## config.mk

```make
export PLATFORM = sky130hd
export DESIGN_NAME = cdc_latch_tx_flat
export DESIGN_NICKNAME = d
export VERILOG_FILES = /design/src/rtl/cdc_pkg.sv /design/src/rtl/cdc_latch_tx_if.sv /design/src/rtl/bit_sync.sv /design/src/rtl/cdc_latch_tx.sv /design/src/flat_wrapper.sv
export SDC_FILE = /design/constraint.sdc
export NUM_CORES = 1
export LEC_CHECK = 0
export CAP_MARGIN = 20
export CORE_UTILIZATION = 45
export CTS_CLUSTER_DIAMETER = 40
export DETAILED_ROUTE_END_ITERATION = 10
export PLACE_DENSITY = 0.89
export SETUP_SLACK_MARGIN = 0.15
export SLEW_MARGIN = 40
export SYNTH_ARGS = -nofsm -noshare
export SYNTH_HDL_FRONTEND = slang
export SYNTH_SLANG_ARGS = --single-unit
```

## constraint.sdc

```tcl
create_clock -name clk -period 2.9 [get_ports clk]
set_input_delay 0.435 -clock clk [delete_from_list [all_inputs] [get_ports clk]]
set_output_delay 0.435 -clock clk [all_outputs]
set_load 0.02 [all_outputs]
```

## src/rtl/cdc_pkg.sv

```systemverilog
// Shared types and defaults for the CDC latch transmitter.
// The ERROR state exists only when CDC_TX_TIMEOUT_EN is defined.
package cdc_pkg;

  localparam int DEF_N           = 8;
  localparam int DEF_SETUP_CYC   = 1;
  localparam int DEF_OPEN_CYC    = 2;
  localparam int DEF_HOLD_CYC    = 1;
  localparam int DEF_SYNC_STAGES = 2;
  localparam int DEF_TIMEOUT_CYC = 255;

  typedef enum logic [2:0] {
    IDLE,
    SETUP,
    OPEN,
    HOLD,
`ifdef CDC_TX_TIMEOUT_EN
    WAIT_ACK,
    ERROR
`else
    WAIT_ACK
`endif
  } cdc_tx_state_t;

  function automatic int max3(input int a, input int b, input int c);
    int m;
    m = (a > b) ? a : b;
    return (m > c) ? m : c;
  endfunction

endpackage

```

## src/rtl/cdc_latch_tx_if.sv

```systemverilog
// Source-side bus of the CDC latch transmitter: word handshake, latch drive,
// toggle request/acknowledge and status.
interface cdc_latch_tx_if import cdc_pkg::*; #(
  parameter int N = DEF_N
) ();

  logic [N-1:0] in_data;
  logic         in_valid;
  logic         in_ready;
  logic [N-1:0] latch_data;
  logic         latch_en;
  logic         req_tgl;
  logic         ack_tgl;
  logic         busy;
  logic         err;

  modport master (
    input  in_data, in_valid, ack_tgl,
    output in_ready, latch_data, latch_en, req_tgl, busy, err
  );

  modport slave (
    output in_data, in_valid, ack_tgl,
    input  in_ready, latch_data, latch_en, req_tgl, busy, err
  );

endinterface

```

## src/rtl/bit_sync.sv

```systemverilog
// Multi-flop synchronizer for a single level/toggle signal, cleared by reset.
module bit_sync #(
  parameter int STAGES = 2
) (
  input  logic clk,
  input  logic rst_n,
  input  logic d,
  output logic q
);

  logic [STAGES-1:0] sync_q;
  logic [STAGES-1:0] sync_d;

  always_comb begin
    sync_d = {sync_q[STAGES-2:0], d};
  end

  // NOTE: synchronizer flops are reset so a stale toggle cannot look like an acknowledge.
  always_ff @(posedge clk) begin
    if (!rst_n) sync_q <= '0;
    else        sync_q <= sync_d;
  end

  assign q = sync_q[STAGES-1];

endmodule

```

## src/rtl/cdc_latch_tx.sv

```systemverilog
// Drives a d_latch holding register with timed setup/open/hold windows, then
// hands the word to the destination via a toggle req/ack. Option: CDC_TX_TIMEOUT_EN.
module cdc_latch_tx import cdc_pkg::*; #(
  parameter int N           = DEF_N,
  parameter int SETUP_CYC   = DEF_SETUP_CYC,
  parameter int OPEN_CYC    = DEF_OPEN_CYC,
  parameter int HOLD_CYC    = DEF_HOLD_CYC,
  parameter int SYNC_STAGES = DEF_SYNC_STAGES,
  parameter int TIMEOUT_CYC = DEF_TIMEOUT_CYC
) (
  input  logic            clk,
  input  logic            rst_n,
  cdc_latch_tx_if.master  bus
);

  localparam int CNT_W = $clog2(max3(SETUP_CYC, OPEN_CYC, HOLD_CYC)) + 1;
  localparam logic [CNT_W-1:0] SETUP_LD = CNT_W'(SETUP_CYC - 1);
  localparam logic [CNT_W-1:0] OPEN_LD  = CNT_W'(OPEN_CYC - 1);
  localparam logic [CNT_W-1:0] HOLD_LD  = CNT_W'(HOLD_CYC - 1);

  if (SETUP_CYC < 1)   begin : g_bad_setup $error("SETUP_CYC must be >= 1");   end
  if (OPEN_CYC < 1)    begin : g_bad_open  $error("OPEN_CYC must be >= 1");    end
  if (HOLD_CYC < 1)    begin : g_bad_hold  $error("HOLD_CYC must be >= 1");    end
  if (SYNC_STAGES < 2) begin : g_bad_sync  $error("SYNC_STAGES must be >= 2"); end
  if (TIMEOUT_CYC < 1) begin : g_bad_tmo   $error("TIMEOUT_CYC must be >= 1"); end

  cdc_tx_state_t    state_q, state_d;
  logic [CNT_W-1:0] cnt_q, cnt_d;
  logic [N-1:0]     latch_data_q, latch_data_d;
  logic             latch_en_q, latch_en_d;
  logic             req_q, req_d;
  logic             in_ready_q, in_ready_d;
  logic             busy_q, busy_d;
  logic             ack_sync;

  bit_sync #(.STAGES(SYNC_STAGES)) u_ack_sync (
    .clk   (clk),
    .rst_n (rst_n),
    .d     (bus.ack_tgl),
    .q     (ack_sync)
  );

`ifdef CDC_TX_TIMEOUT_EN
  localparam int TMO_W = $clog2(TIMEOUT_CYC + 1);
  logic [TMO_W-1:0] tmo_q, tmo_d;
  logic             err_q, err_d;
`endif

  // NOTE: every *_d gets its hold value first so no path leaves a latch behind.
  always_comb begin
    state_d      = state_q;
    cnt_d        = cnt_q;
    latch_data_d = latch_data_q;
    req_d        = req_q;
`ifdef CDC_TX_TIMEOUT_EN
    tmo_d        = tmo_q;
    err_d        = err_q;
`endif

    case (state_q)
      IDLE: begin
        // in_ready_q is low on the first edge after reset, so nothing is taken then.
        if (bus.in_valid && in_ready_q) begin
          latch_data_d = bus.in_data;
          state_d      = SETUP;
          cnt_d        = SETUP_LD;
        end
      end
      SETUP: begin
        if (cnt_q == '0) begin
          state_d = OPEN;
          cnt_d   = OPEN_LD;
        end else begin
          cnt_d = cnt_q - CNT_W'(1);
        end
      end
      OPEN: begin
        if (cnt_q == '0) begin
          state_d = HOLD;
          cnt_d   = HOLD_LD;
        end else begin
          cnt_d = cnt_q - CNT_W'(1);
        end
      end
      HOLD: begin
        if (cnt_q == '0) begin
          state_d = WAIT_ACK;
          cnt_d   = '0;
          req_d   = ~req_q;
`ifdef CDC_TX_TIMEOUT_EN
          tmo_d   = '0;
`endif
        end else begin
          cnt_d = cnt_q - CNT_W'(1);
        end
      end
      WAIT_ACK: begin
        if (ack_sync == req_q) begin
          state_d = IDLE;
          cnt_d   = '0;
        end
`ifdef CDC_TX_TIMEOUT_EN
        else if (tmo_q == TMO_W'(TIMEOUT_CYC - 1)) begin
          state_d = ERROR;
          err_d   = 1'b1;
        end else begin
          tmo_d = tmo_q + TMO_W'(1);
        end
`endif
      end
`ifdef CDC_TX_TIMEOUT_EN
      ERROR: state_d = ERROR;
`endif
      default: state_d = IDLE;
    endcase

    // Outputs are registered from the next state so they are glitch-free flops.
    latch_en_d = (state_d == OPEN);
    in_ready_d = (state_d == IDLE);
    busy_d     = (state_d != IDLE);
  end

  // NOTE: state updates use <= so every flop samples the pre-edge values together.
  always_ff @(posedge clk) begin
    if (!rst_n) begin
      state_q      <= IDLE;
      cnt_q        <= '0;
      latch_data_q <= '0;
      latch_en_q   <= 1'b0;
      req_q        <= 1'b0;
      in_ready_q   <= 1'b0;
      busy_q       <= 1'b0;
`ifdef CDC_TX_TIMEOUT_EN
      tmo_q        <= '0;
      err_q        <= 1'b0;
`endif
    end else begin
      state_q      <= state_d;
      cnt_q        <= cnt_d;
      latch_data_q <= latch_data_d;
      latch_en_q   <= latch_en_d;
      req_q        <= req_d;
      in_ready_q   <= in_ready_d;
      busy_q       <= busy_d;
`ifdef CDC_TX_TIMEOUT_EN
      tmo_q        <= tmo_d;
      err_q        <= err_d;
`endif
    end
  end

  assign bus.in_ready   = in_ready_q;
  assign bus.latch_data = latch_data_q;
  assign bus.latch_en   = latch_en_q;
  assign bus.req_tgl    = req_q;
  assign bus.busy       = busy_q;
`ifdef CDC_TX_TIMEOUT_EN
  assign bus.err        = err_q;
`else
  assign bus.err        = 1'b0;
`endif

endmodule
```

## src/flat_wrapper.sv

```systemverilog
// flat-port wrapper written by rule: the top's interface ports become plain ports
module cdc_latch_tx_flat import cdc_pkg::*;
#(
  parameter int N           = DEF_N,
  parameter int SETUP_CYC   = DEF_SETUP_CYC,
  parameter int OPEN_CYC    = DEF_OPEN_CYC,
  parameter int HOLD_CYC    = DEF_HOLD_CYC,
  parameter int SYNC_STAGES = DEF_SYNC_STAGES,
  parameter int TIMEOUT_CYC = DEF_TIMEOUT_CYC
)
  (clk, rst_n, bus_in_data, bus_in_valid, bus_ack_tgl, bus_in_ready, bus_latch_data, bus_latch_en, bus_req_tgl, bus_busy, bus_err);
  cdc_latch_tx_if #(.N(N)) bus_i ();
  input  logic clk;
  input  logic rst_n;
  input wire logic [$bits(bus_i.in_data)-1:0] bus_in_data;
  input wire logic [$bits(bus_i.in_valid)-1:0] bus_in_valid;
  input wire logic [$bits(bus_i.ack_tgl)-1:0] bus_ack_tgl;
  output wire logic [$bits(bus_i.in_ready)-1:0] bus_in_ready;
  output wire logic [$bits(bus_i.latch_data)-1:0] bus_latch_data;
  output wire logic [$bits(bus_i.latch_en)-1:0] bus_latch_en;
  output wire logic [$bits(bus_i.req_tgl)-1:0] bus_req_tgl;
  output wire logic [$bits(bus_i.busy)-1:0] bus_busy;
  output wire logic [$bits(bus_i.err)-1:0] bus_err;
  assign bus_i.in_data = bus_in_data;
  assign bus_i.in_valid = bus_in_valid;
  assign bus_i.ack_tgl = bus_ack_tgl;
  assign bus_in_ready = bus_i.in_ready;
  assign bus_latch_data = bus_i.latch_data;
  assign bus_latch_en = bus_i.latch_en;
  assign bus_req_tgl = bus_i.req_tgl;
  assign bus_busy = bus_i.busy;
  assign bus_err = bus_i.err;
  cdc_latch_tx #(.N(N), .SETUP_CYC(SETUP_CYC), .OPEN_CYC(OPEN_CYC), .HOLD_CYC(HOLD_CYC), .SYNC_STAGES(SYNC_STAGES), .TIMEOUT_CYC(TIMEOUT_CYC)) u_core (.clk(clk), .rst_n(rst_n), .bus(bus_i));
endmodule
```

== Word-level counts from Yosys, hierarchy flattened ==
Index checks and enable logic that the tools add are counted.
Cells by class
  equality and inequality tests: 8
  reductions and logical operators: 10
  bitwise gates (word level): 1
  mux-type cells: 11
  add/sub/neg operators: 1
Operators with widths (count)
  two-way mux 3 bit: 5
  one-hot mux 3 bit (5 select lines): 1
  equality test 3 x 2 -> 1 bit, second input constant: 3
  two-way mux 2 bit: 4
  one-hot mux 2 bit (4 select lines): 1
  logical NOT 3 bit: 2
  != test 2 x 1 -> 1 bit, second input constant: 2
  AND reduction 2 bit: 2
  nonzero test 4 bit: 1
  equality test 3 x 1 -> 1 bit, second input constant: 1
  equality test 3 bit, second input constant: 1
  AND reduction 3 bit: 1
  nonzero test 3 bit: 1
  logical NOT 2 bit: 1
  OR reduction 2 bit: 1
  subtractor 2 x 1 -> 2 bit, second input constant: 1
  equality test 1 bit: 1
  logical AND 1 bit: 1
  NOT 1 bit: 1
Word-level totals
  bits in registers: 19
  input bits: 12
  output and inout bits: 13

== Depth between registers and ports, before layout ==
  depth in word-level cells: 4
  gate-level depth with buffers: 5
  mapped depth without buffers: 3

== Cells and area by module ==
A second synthesis with hierarchy kept.
Unflattened totals
  cells, all modules: 77
  area, all modules: 790.8 µm²
By module, submodules not included
  cdc_latch_tx: cells each 73, times used 1, area each 738.2 µm², seq. area each 340.3 µm²
  bit_sync: cells each 4, times used 1, area each 52.6 µm², seq. area each 40.0 µm²

== Worst setup path before layout ==
No wires, ideal clock.
  kind: reg-to-reg
  start point: register u_core.state_q[1]
  end point: register u_core.latch_en_q (netlist: u_core.bus.latch_en)
  path slack: 1.533 ns
  arrival time: 1.237 ns
  period minus slack after synthesis: 1.367 ns
  buffers on the path: 1
  data required time: 2.770 ns
  cell stages (with the launch flop): 5
  setup time: 0.130 ns
  path through: dfxtp_1 -> clkbuf_8 -> or4b_2 -> a21oi_1 -> nor4_1
On the way
  cells in the longest elaborated chain, start to end: 3
  elaborated cells on any way between the ends: 12
Ends and longest elaborated chain
  start: declaration: RTL line cdc_latch_tx.sv:27  | cdc_tx_state_t state_q, state_d;
  start signal: assignment: RTL line cdc_latch_tx.sv:138  | state_q <= state_d;
  equality test 3 bit, or another cell as far along: RTL line cdc_latch_tx.sv:60  | case (state_q)
  one-hot mux 3 bit (5 select lines) (*): RTL line cdc_latch_tx.sv:60
  equality test 3 x 2 -> 1 bit (*): RTL line cdc_latch_tx.sv:118  | latch_en_d = (state_d == OPEN);
  end signal: assignment: RTL line cdc_latch_tx.sv:141  | latch_en_q <= latch_en_d;
  end: declaration: RTL line cdc_latch_tx.sv:30  | logic latch_en_q, latch_en_d;
Mark *: on every way between the ends. The rest lies on a longest branch, timed or not.
A chain may end at the register's enable or synchronous reset.

== Final worst setup path ==
  start point: register u_core.in_ready_q (netlist: u_core.bus.in_ready)
  end point: output port bus_in_ready
RTL lines
  start: declaration: RTL line cdc_latch_tx.sv:32  | logic in_ready_q, in_ready_d;
  start signal: assignment: RTL line cdc_latch_tx.sv:143  | in_ready_q <= in_ready_d;
  end: declaration: RTL line flat_wrapper.sv:18  | output wire logic [$bits(bus_i.in_ready)-1:0] bus_in_ready;
No word-level cell between the ends.

==> impl_metrics.tcl <==
set metrics [dict create \
    hold_class "flip-flop to flip-flop" \
    cts_root_buffer "clkbuf_4" \
    clock_latency_ns 0.30 \
    wl_per_cell_um 13.47 \
    cts_hold_buf 0 \
    max_freq_mhz 571.1 \
    final_antenna_net_count 0 \
    synth_flop_cell "dfxtp_1" \
    path_cells "clkdlybuf4s50_1" \
    syn_avg_cell_area_um2 9.128 \
    hold_viol 0 \
    antenna_cells 0 \
    drc_errors 0 \
    finalSetupViolations 0 \
    worstSetupPathType "flip-flop to primary output" \
    cts_tree "yes" \
    start_util 0.5039 \
    ir_worst_vdd_mv 0.4375 \
    die_h_um 44.25 \
    gp_congestion 0.7950 \
    powerDensity_nw_per_um2 652.0 \
    syn_nets 100 \
    synth_seq_cells 19 \
    start_kind "flip-flop" \
    grt_pass1_wl_um 3001 \
    max_slew_margin 0.6199 \
    synth_cell_types 32 \
    crit_fanout 4 \
    grt_pass1_vias 700 \
    switching_share 0.3267 \
    synth_adder_area_share 0 \
    cp.buffers_inverters 1 \
    critPathRequiredTime_ns 2.47 \
    initialDrtViolationCount 24 \
    slowest_stage "clkdlybuf4s50_1" \
    antenna_found_initial 0 \
    nets 121 \
    synth_top_family_by_area "simple AND/OR/NAND/NOR gates" \
    p_switching_mw 0.2204 \
    internal_power_mw 0.4543 \
    ios 25 \
    htreeDepth 1 \
    synth_common_cells "19 x dfxtp_1, 11 x a21oi_1, 10 x o21ai_0" \
    p_comb_frac 0.311 \
    wirelength_um 1778 \
    cap_viol_max_count 0 \
    placeableCoreArea_um2 1594 \
    slew_violations 0 \
    drive_gt1_frac 0.05556 \
    grt_max_degree 20 \
    p_clk_frac 0.199 \
    dr.pass1.iters 7 \
    period_share 0.6038 \
    synthCells 88 \
    setup_tns_ns 0 \
    clkTransAtPathRegs_ns 0.10 \
    rsz0062_at_grt "no" \
    yosys.cell_count.top_type "dfxtp_1" \
    synth_warnings 0 \
    critPathCaptureType "primary output" \
    synth_area_leader_cell "dfxtp_1" \
    io_buffers 23 \
    cts.sinks 19 \
    clock-skew-final_ns 0.0007833 \
    grt-ovfl-total 0 \
    routed_via_density 5.462 \
    yosys.area_share.simple 0.2118 \
    dp_hpwl_um 1240 \
    synthTopCellsByArea "dfxtp_1 47%, a21oi_1 6.9%, o21ai_0 6.2%" \
    synth-compound-area-share 0.1978 \
    syn_to_final_growth_pct 28.82 \
    ys_seq_area_frac 0.4735 \
    cts-resized-gates 0 \
    power_leakage_nw 0.3638 \
    rows 14 \
    async_flop_share 0 \
    cp_top_family "buffers and inverters" \
    numCtsBuffers 3 \
    syn-cell-area_um2 803.3 \
    synthMuxAreaShare 0.01246 \
    cts_buffer_depth 2 \
    worstPathArrival_ns 1.32 \
    grt_usage 0.2139 \
    vias 721 \
    synth_xor_area_frac 0.02181 \
    sequentialPowerShare 0.490 \
    yosys.area.top_type_share 0.4735 \
    dieWidth_um 44.25 \
    period_needed_ns 1.751 \
    worst-slew-pin-transition_ns 0.5693 \
    status "finished clean" \
    hold_ws_ns 0.4444 \
    die_area_um2 1958 \
    synth_edf_count 0 \
    slowest_delay_ns 0.63 \
    cts_setup_buffers 0 \
]
[through the flow]
stage	worst slack (ns)	power, mW	util	std cells	instance area (um2)
after floorplan	1.533	0.4661	-	88	803.3
after global placement	1.187	0.5337	0.6327	128	1008
after detailed placement	1.096	0.5419	0.6327	128	1008
after CTS	1.151	0.6738	0.6491	132	1035
after global routing	1.100	0.7121	0.6491	132	1035
final	1.149	0.6747	0.6491	132	1035
[per-layer routing]
layer / GRT usage / vias up / wire length, um / part of all wire
met5: 0 / - / 0 / 0
met4: 0.1091 / 0 / 21 / 0.012
met3: 0.06939 / 4 / 117 / 0.066
met2: 0.3676 / 28 / 883 / 0.50
met1: 0.2341 / 331 / 755 / 0.42
li1: - / 358 / - / -
[final cells by class]
class                   count  area (um2)
fillers                   132       559.3
inverters                   2       7.507
flip-flops and latches     19       380.4
repair buffers             23       230.2
well taps                  24       30.03
clock buffers               4       26.28
multi-input cells          60       360.3
[cell families after synthesis]
| family | after synthesis |
|---|---|
| AOI/OAI and AO/OA | 28 |
| and+or+nand+nor | 28 |
| DFF | 19 |
| buffers and inverters | 9 |
| xor gates and xnor gates | 2 |
| muxes | 1 |
| other | 1 |
[path summary, 6_finish.rpt]
kind	cells past startpoint	slack, ns	startpoint	end
max	1	1.15	u_core.bus.in_ready	bus_in_ready
min	1	0.44	u_core.u_ack_sync.sync_q[0]	u_core.u_ack_sync.sync_q[1]
max reg2reg	3	1.27	u_core.state_q[1]	u_core.bus.latch_en
min reg2reg	1	0.44	u_core.u_ack_sync.sync_q[0]	u_core.u_ack_sync.sync_q[1]
[cells in the final DEF (no fill, tap or decap)]
cell type | synthesis | final
clkbuf_1 | 3 | 1
or3b_4 | 1 | 1
or3_1 | 2 | 2
o21ai_0 | 10 | 10
inv_1 | 1 | 1
nor4_1 | 2 | 2
xor2_1 | 2 | 2
o311ai_0 | 1 | 1
and3_1 | 1 | 1
or2b_1 | 1 | 1
o31a_1 | 1 | 1
clkbuf_4 | 0 | 3
nand4bb_1 | 1 | 1
conb_1 | 1 | 1
and2_1 | 2 | 2
clkdlybuf4s50_1 | 0 | 23
nor3_1 | 1 | 1
nand4_1 | 1 | 1
and4bb_2 | 1 | 1
nand3_1 | 8 | 8
o31ai_1 | 1 | 1
a21oi_1 | 11 | 11
mux2i_1 | 1 | 1
clkinv_1 | 1 | 1
dfxtp_1 | 19 | 19
o211ai_1 | 1 | 1
or4b_2 | 1 | 1
a31oi_1 | 1 | 1
nor2_1 | 4 | 4
o21a_1 | 2 | 2
nand2_1 | 2 | 2
[flip-flops by register name, indices dropped and copies added (netlist names)]
name / count
u_core.bus.req_tgl: 1
u_core.bus.in_ready: 1
u_core.bus.latch_data: 8
u_core.u_ack_sync.sync_q: 2
u_core.cnt_q: 2
u_core.bus.latch_en: 1
u_core.state_q: 3
u_core.bus.busy: 1
[power by group through the flow]
stage	clock network, mW	registers, mW	logic [mW]
after floorplan	0	0.353	0.113
after detailed placement	0	0.334	0.208
final	0.134	0.331	0.210
after global routing	0.149	0.335	0.228
after global placement	0	0.333	0.201
after CTS	0.134	0.329	0.210
Power figures use the tool's default switching activity.
==> RTL change: new RTL, config.mk and constraints unchanged <==
The 5 states of `cdc_tx_state_t` get a one-hot encoding in 5 bits.
--- a/src/rtl/cdc_pkg.sv
+++ b/src/rtl/cdc_pkg.sv
@@ -9,16 +9,16 @@
   localparam int DEF_SYNC_STAGES = 2;
   localparam int DEF_TIMEOUT_CYC = 255;
 
-  typedef enum logic [2:0] {
-    IDLE,
-    SETUP,
-    OPEN,
-    HOLD,
+  typedef enum logic [4:0] {
+    IDLE     = 5'b00001,
+    SETUP    = 5'b00010,
+    OPEN     = 5'b00100,
+    HOLD     = 5'b01000,
 `ifdef CDC_TX_TIMEOUT_EN
     WAIT_ACK,
     ERROR
 `else
-    WAIT_ACK
+    WAIT_ACK = 5'b10000
 `endif
   } cdc_tx_state_t;
 
Formal check against the unedited RTL: no difference found for any inputs over 10 cycles, from zero or initial values and one cycle with rst_n low; not proved beyond that.
==> RTL change against the unedited design <==
Via count increased by 5.0%. Wire length up 2.0%. Setup slack got worse by 0.030 ns. Sequential cell count is 2 higher. Combinational power shrank 41%. Cell area is 16% higher. Synthesized cell count rose by 16%. Hold slack improved by 0.0096 ns. Synthesized area increased by 20%. Critical path type is now reg -> reg. Power down 14%. Global-route usage down 3.8 points.
==> RTL change: results (changes against the unedited design) <==
* Fill cell count at 166 (was 132)
* Compound-gate portion of the synthesized area at 9.09% (was 19.8%)
* DP Cell Count at 143 (was 128)
* Post-route insts no fill at 147 (was 132)
* Slew margin rel. at 64.7% (was 62.0%)
* WL final at 1.81 mm (was 1.78 mm)
* Post-Place Setup Slack at 0.889 ns (was 1.10 ns)
* Static Leak at 0.000434 uW (was 0.000364 uW)
* Final setup TNS at 0 ns (unchanged)
* Worst Clk Skew at 0.00817 ns (was 0.000783 ns)
* Post-CTS Resized at 0 (unchanged)
* Final setup viols at 0 (unchanged)
* Seq/Total Area, Yosys at 43.6% (was 47.4%)
* Total GRT Usage at 17.5% (was 21.4%)
* First-pass DRT Iterations at 4 (was 7)
* Status: completed (unchanged)
* Nets at 133 (was 121)
* Max reg flops at 8 (unchanged)
* Crit-path max cell delay at 0.59 ns (was 0.63 ns)
* Main area contributors after synthesis: dfxtp_1 44%, mux2i_1 8.3%, nor2b_1 7.1% (was dfxtp_1 47%, a21oi_1 6.9%, o21ai_0 6.2%)
* Netlist cell types at 33 (was 32)
* CTS clk-pin slew, worst paths at 0.12 ns (was 0.10 ns)
* CP Data Arrival Time at 1.98 ns (was 1.32 ns)
* Mapped Cells at 102 (was 88)
* Final weighted congestion in routability-driven placement at 0.804 (was 0.795)
* H-tree levels at 1 (unchanged)
* N_diodes at 0 (unchanged)
* Mux cell area share after synthesis at 8.31% (was 1.25%)
* Peak VDD IR at 0.000429 V (was 0.000438 V)
* Xor and xnor fraction of the mapped netlist area at 4.55% (was 2.18%)
* CP delay by family, top: simple AND/OR/NAND/NOR gates (was buffers and inverters)
* DP Wirelength at 1.25 mm (was 1.24 mm)
* Synthesized Nets at 114 (was 100)
* Clk Latency, worst-skew pair at 0.30 ns (about the same)
* # port buffers at 23 (unchanged)
* Layout cells sized above 1 at 4.17% (was 5.56%)
* Vias in the first global route at 646 (was 700)
* Async S/R FF share, synth at 0% (unchanged)
* DR vias/cell at 5.15 (was 5.46)
* Clk buf depth at 2 (unchanged)
* Most instantiated cells after synthesis: 21 x dfxtp_1, 11 x nor2b_1, 8 x mux2i_1 (was 19 x dfxtp_1, 11 x a21oi_1, 10 x o21ai_0)
* First-pass GRT wire length at 2.84 mm (was 3.00 mm)
* Worst Path Max Fanout at 12 (was 4)
* CP max-delay cell: and4bb_1 (was clkdlybuf4s50_1)
* Drt initial violations at 8 (was 24)
RTL change: changes by cell type after synthesis, sizes merged, moves of 4 or more:
cell and delta:
buf +6, nand3 -5, nor3 +5, nor3b +4, nand2 +4, mux2i +7
o21ai -8, nor2b +11, a21oi -8
RTL change: cell families (layout without fill, tap and decap cells):
group / Yosys count / count (layout)
DFF: 21 / 21
and+or+nand+nor: 45 / 45
xor gates and xnor gates: 5 / 5
buffers and inverters: 9 / 27
AOI/OAI and AO/OA: 13 / 13
other: 1 / 1
muxes: 8 / 8
RTL change: path summary, 6_finish.rpt:
check	cells past startpoint	start	endpoint	slack (ns)
worst max-delay path	4	u_core.state_q[3]	u_core.bus.latch_data[6]	1.12
worst min-delay path	1	u_core.u_ack_sync.sync_q[0]	u_core.u_ack_sync.sync_q[1]	0.45
worst max register to register	4	u_core.state_q[3]	u_core.bus.latch_data[6]	1.12
worst min register to register	1	u_core.u_ack_sync.sync_q[0]	u_core.u_ack_sync.sync_q[1]	0.45
RTL change: power breakdown:
group          switching [uW]  total [uW]  internal (uW)
logic                    58.7         124           65.2
registers                14.9         321            306
clock network            87.4         139           51.4
total                     161         583            422
RTL change: worst reg2reg max path, delay by kind of cell, from the launching register on:
kind | cells | cell delay (ns)
and+or+nand+nor | 3 | 1.00
muxes | 1 | 0.24
DFF | 1 | 0.45
RTL change: stage by stage:
stage	utilization [%]	cell area, um2
2_1_floorplan	-	963
3_3_place_gp	59.2	1170
3_5_place_dp	59.2	1170
4_1_cts	60.6	1200
5_1_grt	60.6	1200
6_report	60.6	1200
RTL change: routing by layer:
layer	wire [um]	GRT usage, %
met5	0	0
met4	23	6.67
met3	113	2.22
met2	834	27.7
met1	841	24.3
RTL change: cell type report:
type	instances	area share, %
Clock buffer	3	1.88
Clock inverter	1	0.417
Multi-Input combinational cell	72	40.7
Sequential cell	21	35.0
Tap cell	27	2.81
Timing Repair Buffer	23	19.2
